[config.mk]
export PLATFORM = sky130hd
export DESIGN_NAME = keypad_scan_ctrl
export DESIGN_NICKNAME = d
export VERILOG_FILES = /design/src/rtl/keypad_pkg.sv /design/src/rtl/keypad_stable_cnt.sv /design/src/rtl/keypad_scan_ctrl.sv
export SDC_FILE = /design/constraint.sdc
export NUM_CORES = 1
export LEC_CHECK = 0
export ABC_AREA = 1
export BUFFER_PORTS_ARGS = -buffer_cell sky130_fd_sc_hd__buf_2
export CAP_MARGIN = 20
export CELL_PAD_IN_SITES_DETAIL_PLACEMENT = 1
export CELL_PAD_IN_SITES_GLOBAL_PLACEMENT = 2
export CORE_ASPECT_RATIO = 0.6
export CORE_MARGIN = 4
export CORE_UTILIZATION = 34
export CTS_CLUSTER_SIZE = 28
export DETAILED_ROUTE_END_ITERATION = 10
export HOLD_SLACK_MARGIN = 0.02
export PLACE_DENSITY = 0.8
export SETUP_SLACK_MARGIN = 0.05
export SLEW_MARGIN = 20
export SYNTH_ARGS = -nofsm -noshare
export SYNTH_HDL_FRONTEND = slang
export SYNTH_SLANG_ARGS = --single-unit
[constraint.sdc]
create_clock -name clk -period 1.6 [get_ports clk]
set_input_delay 0 -clock clk [delete_from_list [all_inputs] [get_ports clk]]
set_output_delay 0 -clock clk [all_outputs]
set_load 0.05 [all_outputs]
[src/rtl/keypad_pkg.sv]
`default_nettype none
// +---------------------------------------------------------------------------+
// | keypad_pkg : shared types and helpers for the 4x4 keypad scan controller  |
// | Rev 1.0                                                                   |
// +---------------------------------------------------------------------------+
package keypad_pkg;

  localparam int NUM_ROWS  = 4;
  localparam int NUM_COLS  = 4;
  localparam int KEY_W     = 4;
  localparam int ROW_IDX_W = 2;
  localparam int COL_IDX_W = 2;

  typedef enum logic [1:0] {
    SCAN     = 2'd0,
    DEBOUNCE = 2'd1,
    HELD     = 2'd2
  } scan_state_t;

  // Row 0 has the highest priority when several rows conduct at once.
  function automatic logic [ROW_IDX_W-1:0] lowest_row(input logic [NUM_ROWS-1:0] rows);
    logic [ROW_IDX_W-1:0] idx;
    idx = '0;
    for (int r = NUM_ROWS - 1; r >= 0; r--) begin
      if (rows[r]) idx = ROW_IDX_W'(r);
    end
    return idx;
  endfunction

endpackage
`default_nettype wire

[src/rtl/keypad_stable_cnt.sv]
`default_nettype none
// +---------------------------------------------------------------------------+
// | keypad_stable_cnt : counts consecutive cycles din == level, flags terminal |
// | Rev 1.0                                                                   |
// +---------------------------------------------------------------------------+
module keypad_stable_cnt
  import keypad_pkg::*;
#(
  parameter int DEBOUNCE_CNT = 1000,
  parameter int CNT_W        = 10
) (
  input  logic clk,
  input  logic rst,
  input  logic clr,
  input  logic start,
  input  logic din,
  input  logic level,
  output logic hit
);

  localparam logic [CNT_W-1:0] c_terminal = CNT_W'(DEBOUNCE_CNT);
  localparam logic [CNT_W-1:0] c_last     = CNT_W'(DEBOUNCE_CNT - 1);

  logic [CNT_W-1:0] cnt_q;
  logic [CNT_W-1:0] cnt_d;
  logic             match;

  // hit fires on the sample that brings the run length up to DEBOUNCE_CNT.
  always_comb begin
    match = (din == level);
    hit   = match && (cnt_q == c_last);
    cnt_d = cnt_q;
    if (clr) begin
      cnt_d = '0;
    end else if (start) begin
      cnt_d = CNT_W'(1);
    end else if (!match) begin
      cnt_d = '0;
    end else if (cnt_q != c_terminal) begin
      cnt_d = cnt_q + CNT_W'(1);
    end
  end

  always_ff @(posedge clk) begin
    if (rst) begin
      cnt_q <= '0;
    end else begin
      cnt_q <= cnt_d;
    end
  end

endmodule
`default_nettype wire

[src/rtl/keypad_scan_ctrl.sv]
`default_nettype none
// +---------------------------------------------------------------------------+
// | keypad_scan_ctrl : 4x4 keypad column scan, press/release debounce, keycode |
// | Rev 1.0                                                                   |
// +---------------------------------------------------------------------------+
module keypad_scan_ctrl
  import keypad_pkg::*;
#(
  parameter int SCAN_DIV     = 16,
  parameter int DEBOUNCE_CNT = 1000
) (
  input  logic                clk,
  input  logic                rst,
  input  logic [NUM_ROWS-1:0] row,
  output logic [NUM_COLS-1:0] col,
  output logic [KEY_W-1:0]    key_code,
  output logic                key_valid,
  output logic                key_held
);

  localparam int CNT_MAX = (SCAN_DIV > DEBOUNCE_CNT) ? SCAN_DIV : DEBOUNCE_CNT;
  localparam int CNT_W   = $clog2(CNT_MAX + 1);
  localparam logic [CNT_W-1:0] c_dwell_last = CNT_W'(SCAN_DIV - 1);

  scan_state_t            state_q, state_d;
  logic [COL_IDX_W-1:0]   col_idx_q, col_idx_d;
  logic [ROW_IDX_W-1:0]   row_idx_q, row_idx_d;
  logic [CNT_W-1:0]       dwell_q, dwell_d;
  logic [NUM_COLS-1:0]    col_q, col_d;
  logic [KEY_W-1:0]       key_code_q, key_code_d;
  logic                   key_valid_q, key_valid_d;
  logic                   key_held_q, key_held_d;

  logic                   cnt_clr;
  logic                   cnt_start;
  logic                   cnt_level;
  logic                   cnt_hit;
  logic [ROW_IDX_W-1:0]   det_row;

  keypad_stable_cnt #(
    .DEBOUNCE_CNT (DEBOUNCE_CNT),
    .CNT_W        (CNT_W)
  ) u_stable_cnt (
    .clk   (clk),
    .rst   (rst),
    .clr   (cnt_clr),
    .start (cnt_start),
    .din   (row[row_idx_q]),
    .level (cnt_level),
    .hit   (cnt_hit)
  );

  always_comb begin
    state_d     = state_q;
    col_idx_d   = col_idx_q;
    row_idx_d   = row_idx_q;
    dwell_d     = dwell_q;
    key_code_d  = key_code_q;
    key_valid_d = 1'b0;
    key_held_d  = key_held_q;
    cnt_clr     = 1'b0;
    cnt_start   = 1'b0;
    cnt_level   = 1'b1;
    det_row     = lowest_row(row);

    unique case (state_q)
      SCAN: begin
        if (dwell_q == c_dwell_last) begin
          dwell_d = '0;
          if (row == '0) begin
            col_idx_d = col_idx_q + COL_IDX_W'(1);
          end else begin
            row_idx_d = det_row;
            // The detecting sample is the first of the DEBOUNCE_CNT stable samples.
            if (DEBOUNCE_CNT == 1) begin
              key_code_d  = {det_row, col_idx_q};
              key_valid_d = 1'b1;
              key_held_d  = 1'b1;
              cnt_clr     = 1'b1;
              state_d     = HELD;
            end else begin
              cnt_start = 1'b1;
              state_d   = DEBOUNCE;
            end
          end
        end else begin
          dwell_d = dwell_q + CNT_W'(1);
        end
      end

      DEBOUNCE: begin
        cnt_level = 1'b1;
        if (!row[row_idx_q]) begin
          col_idx_d = col_idx_q + COL_IDX_W'(1);
          cnt_clr   = 1'b1;
          state_d   = SCAN;
        end else if (cnt_hit) begin
          key_code_d  = {row_idx_q, col_idx_q};
          key_valid_d = 1'b1;
          key_held_d  = 1'b1;
          cnt_clr     = 1'b1;
          state_d     = HELD;
        end
      end

      HELD: begin
        cnt_level = 1'b0;
        if (cnt_hit) begin
          key_held_d = 1'b0;
          col_idx_d  = col_idx_q + COL_IDX_W'(1);
          cnt_clr    = 1'b1;
          state_d    = SCAN;
        end
      end

      default: begin
        cnt_clr   = 1'b1;
        col_idx_d = '0;
        dwell_d   = '0;
        state_d   = SCAN;
      end
    endcase

    col_d = NUM_COLS'(1) << col_idx_d;
  end

  always_ff @(posedge clk) begin
    if (rst) begin
      state_q     <= SCAN;
      col_idx_q   <= '0;
      row_idx_q   <= '0;
      dwell_q     <= '0;
      col_q       <= NUM_COLS'(1);
      key_code_q  <= '0;
      key_valid_q <= 1'b0;
      key_held_q  <= 1'b0;
    end else begin
      state_q     <= state_d;
      col_idx_q   <= col_idx_d;
      row_idx_q   <= row_idx_d;
      dwell_q     <= dwell_d;
      col_q       <= col_d;
      key_code_q  <= key_code_d;
      key_valid_q <= key_valid_d;
      key_held_q  <= key_held_d;
    end
  end

  assign col       = col_q;
  assign key_code  = key_code_q;
  assign key_valid = key_valid_q;
  assign key_held  = key_held_q;

endmodule
`default_nettype wire

* Word-level counts from Yosys, hierarchy flattened
Index checks and enable logic that the tools add are counted.
** Operators by class
- Mux-type cells :: 33
- Shift-type cells :: 1
- Equal/unequal tests :: 13
- $lt $le $gt $ge :: 1
- Add/subtract/negate cells :: 3
- Reduce and logical (&&, ||, !) cells :: 12
- Bitwise gates (word level) :: 4
** Operators by type and width (count)
- $mux 2 :: 13
- $add 10x1->10 const B :: 2
- $pmux 10 s2 :: 1
- $mux 1 :: 13
- $pmux 2 s3 :: 2
- $eq 10x10->1 const B :: 1
- $eq 10x4->1 const B :: 1
- $mux 10 :: 1
- $ne 10x10->1 const B :: 1
- $ne 2x2->1 const B :: 4
- $reduce_and 4->1 :: 2
- $ne 3x3->1 const B :: 2
- $reduce_and 3->1 :: 2
- $logic_not 4->1 :: 1
- $not 1->1 :: 4
- $reduce_or 2->1 :: 2
- $reduce_or 4->1 :: 1
- $shl 1x2->4 const A :: 1
- $lt 2x3->1 const B :: 1
- $pmux 1 s3 :: 1
- $reduce_or 3->1 :: 1
- $add 2x1->2 const B :: 1
- $bmux 1 s2 :: 1
- $eq 2x1->1 const B :: 1
- 7 further kinds :: 7
** Storage, ports and cells
- Register bits after elaboration :: 36

* Longest topological paths before layout
- Depth in word-level cells :: 8
- Depth in mapped cells :: 12
- Gate-level depth less buffers :: 12

* Hierarchy
A second synthesis with hierarchy kept.
** Unflattened totals
- Cell total of the unflattened synthesis :: 268
- Area, all modules :: 1913.1 µm²
** Modules (own cells, without submodules)
- keypad_scan_ctrl :: cells an instance 185, times used 1, area each 1323.8 µm²
- keypad_stable_cnt :: cells an instance 83, times used 1, area each 589.3 µm²

* Worst setup path after synthesis
OpenSTA, ideal clock, no wires.
- Kind :: register to register
- From :: register u_stable_cnt.cnt_q[0]
- To :: register col_q[0] (netlist: col[0])
- Data required time :: 1491 ps
- Path buffers :: 0
- Cell stages (with the launch flop) :: 13
- Clock period less this slack :: 1487 ps
- Arrival :: 1378 ps
- Path slack :: 113 ps
- Path through :: dfxtp_1 ha_1 nand2_2 nor2_2 nand2_2 nor2_8 nand3_2 nand2_2 nor2_2 nor2_4 nand3_2 nand2_1 inv_1
** Between the ends
- Cells in the longest elaborated chain, start to end :: 5
** Ends and longest elaborated chain
- start: declaration :: RTL line keypad_stable_cnt.sv:24 : logic [CNT_W-1:0] cnt_q;
- start signal: assignment :: RTL line keypad_stable_cnt.sv:48 : cnt_q <= cnt_d;
- $eq 10x10->1 :: RTL line keypad_stable_cnt.sv:31 : hit = match && (cnt_q == c_last);
- $logic_and 1x1->1 :: RTL line keypad_stable_cnt.sv:31
- $mux 2 :: RTL line keypad_scan_ctrl.sv:108 : if (cnt_hit) begin
- $pmux 2 s3 :: RTL line keypad_scan_ctrl.sv:66 : unique case (state_q)
- $shl 1x2->4 :: RTL line keypad_scan_ctrl.sv:124 : col_d = NUM_COLS'(1) << col_idx_d;
- end signal: assignment :: RTL line keypad_scan_ctrl.sv:142 : col_q <= col_d;
- end: declaration :: RTL line keypad_scan_ctrl.sv:29 : logic [NUM_COLS-1:0] col_q, col_d;
No other way between the ends.
A chain may end at the register's enable or synchronous reset.

* Worst setup path in the final report
- From :: register u_stable_cnt.cnt_q[1]
- To :: register key_code_q[3] (netlist: key_code[3])
** Between the ends
- Cells in the longest elaborated chain, start to end :: 3
** Ends and longest elaborated chain
- $eq 10x10->1 :: RTL line keypad_stable_cnt.sv:31
- $logic_and 1x1->1 :: RTL line keypad_stable_cnt.sv:31
- $reduce_and 3->1 (no line)
- end signal: assignment :: RTL line keypad_scan_ctrl.sv:143 : key_code_q <= key_code_d;
- end: declaration :: RTL line keypad_scan_ctrl.sv:30 : logic [KEY_W-1:0] key_code_q, key_code_d;
No other way between the ends.

==> flow_metrics.py <==
metrics = {
    "final_layout": {
        "fin_area_um2": 2809,
        "nets": 335,
        "area_growth_pct": 47.21,
        "antenna_cells": 0,
        "post-route-util": 0.5371,
        "drive_above_1_share": 0.4118,
        "layoutNonFillerInstCount": 389,
    },
    "power": {
        "p_total_mw": 1.718,
        "leakage_nw": 1.254,
        "power.density_nw_per_um2": 611.6,
        "irDropWorstVdd_uv": 320.8,
    },
    "timing": {
        "fin_ws_ps": -91.22,
        "post-route-period-util": 1.057,
        "tightest_slew_ps": 310.8,
        "skew_ps": 8.985,
        "fmax_mhz": 591.3,
        "slew_headroom": 0.7920,
        "grt_setup_unrepaired": "yes",
        "tns_ps": -706.5,
        "holdWs_ps": 62.63,
        "min_period_ps": 1691,
        "drv_slew": 0,
        "setup_viol_count_final": 16,
        "finalHoldViolCount": 0,
    },
    "synth": {
        "synth-compound-area-share": 0.07279,
        "synth_most_common_cell": "nand2_1",
        "synthSimpleGateAreaFrac": 0.3574,
        "yosysUniqueCellTypes": 34,
        "netlist_area_um2": 1908,
        "avgSynthCellArea_um2": 7.542,
        "synthFlopType": "dfxtp_1",
        "synth_top_family_by_area": "simple AND/OR/NAND/NOR gates",
        "synthTopCellsByCount": "nand2_1, nor2_1, inv_1",
        "synth_seq_cells": 36,
        "yosysSeqAreaShare": 0.3777,
        "synth_edf_count": 0,
        "synth.top_cell.area_share": 0.3777,
        "synthArstFlopShare": 0,
        "syn-instance-count": 253,
        "synthMuxAreaShare": 0,
        "synth_area_leaders": "dfxtp_1, nand2_1, nor2_1",
        "synth_top_area_cell": "dfxtp_1",
        "yosysWarnings": 0,
        "synth_fa_ha_area_frac": 0.04590,
        "synth_xor_xnor_area_share": 0.06951,
        "syn-num-nets": 266,
    },
    "clocking": {
        "cts_sinks": 36,
        "cts_tree": "done",
        "htreeDepth": 2,
        "clockRootBuffer": "clkbuf_8",
        "clk_pin_slew_ps": 80,
        "clockBufferDepth": 2,
        "cts_buffers": 5,
        "clk_latency_ps": 300,
    },
    "hold_path": {
        "min_path_type": "primary input to flip-flop",
        "worstHoldPathCells": 4,
    },
    "worst_setup_path": {
        "arrival_ps": 1920,
        "start_kind": "flip-flop",
        "worstSetupPathType": "flip-flop to flip-flop",
        "crit_fanout": 7,
        "worstPathRequired_ps": 1830,
        "reg2reg_depth": 8,
        "cp-end-kind": "flip-flop",
    },
    "floorplanning": {
        "start_util": 0.3648,
        "coreArea_um2": 5230,
        "placementRows": 20,
        "die_x_um": 104.7,
        "dieArea_um2": 6913,
        "io_pins": 16,
        "fp.dieH_um": 66.03,
    },
    "route": {
        "dr.first_iter.drc_count": 75,
        "drc": 0,
        "viasPerCell": 4.799,
        "postRouteAntennaNets": 0,
        "route.vias.total": 1867,
        "drtPass1Iterations": 4,
        "wl_per_cell_um": 15.44,
        "routed_wl_mm": 6.007,
    },
    "run_status": {
        "status": "finished with violations",
        "violations": "negative setup slack",
    },
    "grt": {
        "overflow": 0,
        "track_usage": 0.1628,
        "grt_pass1_vias": 1747,
        "antenna_found_initial": 0,
        "grt_first_pass_wirelength_mm": 8.866,
        "grt_max_degree": 13,
    },
    "placed_design": {
        "hpwlAfterDp_mm": 3.986,
        "io_buffers": 15,
        "place_congestion": 0.7863,
        "dp_cells": 368,
        "placed_area_um2": 2333,
        "place_ws_ps": -184.4,
    },
    "flow_run": {
        "cap_violations": 0,
    },
}
-- timing repair --
action	CTS	global route
cloned	0	1
pin swaps	5	17
hold endpoints to repair	2	0
hold buffers	1	0
setup buffers	3	8
resized for setup	20	48
endpoints found under the setup margin	27	31
-- layout by cell type (no fill, tap or decap), types with 2 or more instances in the layout --
| master | count |
|---|---|
| a21oi_1 | 9 |
| a21oi_2 | 2 |
| buf_12 | 2 |
| buf_2 | 15 |
| buf_4 | 38 |
| buf_6 | 5 |
| clkbuf_8 | 5 |
| clkinv_2 | 2 |
| dfxtp_1 | 28 |
| dfxtp_2 | 7 |
| ha_1 | 2 |
| ha_2 | 2 |
| ha_4 | 3 |
| inv_1 | 35 |
| inv_2 | 3 |
| nand2_1 | 38 |
| nand2_2 | 6 |
| nand2_4 | 5 |
| nand3_1 | 11 |
| nand3_2 | 5 |
| nand3_4 | 3 |
| nand3b_1 | 2 |
| nand4_1 | 3 |
| nand4_4 | 3 |
| nor2_1 | 32 |
| nor2_2 | 5 |
| nor2_4 | 8 |
| nor3_1 | 4 |
| nor3_2 | 2 |
| nor3_4 | 2 |
| nor3b_2 | 2 |
| o21ai_0 | 7 |
| xnor2_1 | 2 |
| xor2_1 | 10 |
-- report_power, final --
group / internal [mW] / switching (mW) / leakage (nW)
clock: 0.304 / 0.361 / 0.0479
sequential: 0.905 / 0.0117 / 0.294
combinational: 0.0567 / 0.0795 / 0.912
total: 1.27 / 0.453 / 1.25
-- final timing paths --
path | startpoint | endpoint | slack (ps)
setup / recovery | u_stable_cnt.cnt_q[1] | key_code[3] | -90
setup reg to reg | u_stable_cnt.cnt_q[1] | key_code[3] | -90
hold / removal | row[0] | row_idx_q[0] | 60
hold reg to reg | key_held | key_held | 450
-- state kept, by name, indices dropped and copies added, names as in the netlist --
signal and count:
col_idx_q 2, key_held 1, dwell_q 10, u_stable_cnt.cnt_q 10
state_q 2, key_code 4, key_valid 1, row_idx_q 2
col 4
-- worst max-delay path: stages, from the launching register on --
cell and delay [ps]:
dfxtp_2 370, ha_4 160, nand2_4 60, nor2_4 130
nand2_4 70, nor2_8 140, nand4_2 280, buf_4 250
a21oi_1 160
-- cell type report --
type	instances	area [µm²]
Inverter	39	146.4
Multi-Input combinational cell	179	1292
Tap cell	66	82.58
Sequential cell	36	733.2
Fill cell	656	2421
Clock buffer	5	68.82
Clock inverter	3	18.77
Timing Repair Buffer	61	466.7
-- routing by layer --
metal,track usage,part of all wire,vias up
li1,-,-,948
met1,0.2559,0.56,889
met2,0.2138,0.41,28
met3,0.03512,0.033,2
met4,0.04910,0.0013,0
met5,0,0,-
-- cell families (layout without fill, tap and decap cells) --
logic type,count (synthesis),after routing
flip-flops,36,36
AND/OR/NAND/NOR,134,135
XOR/XNOR,13,13
AO/OA/AOI/OAI,24,24
adder cells (fa/ha/maj),7,7
buffers and inverters,39,108
No activity file was read; power rests on OpenSTA's default activity.
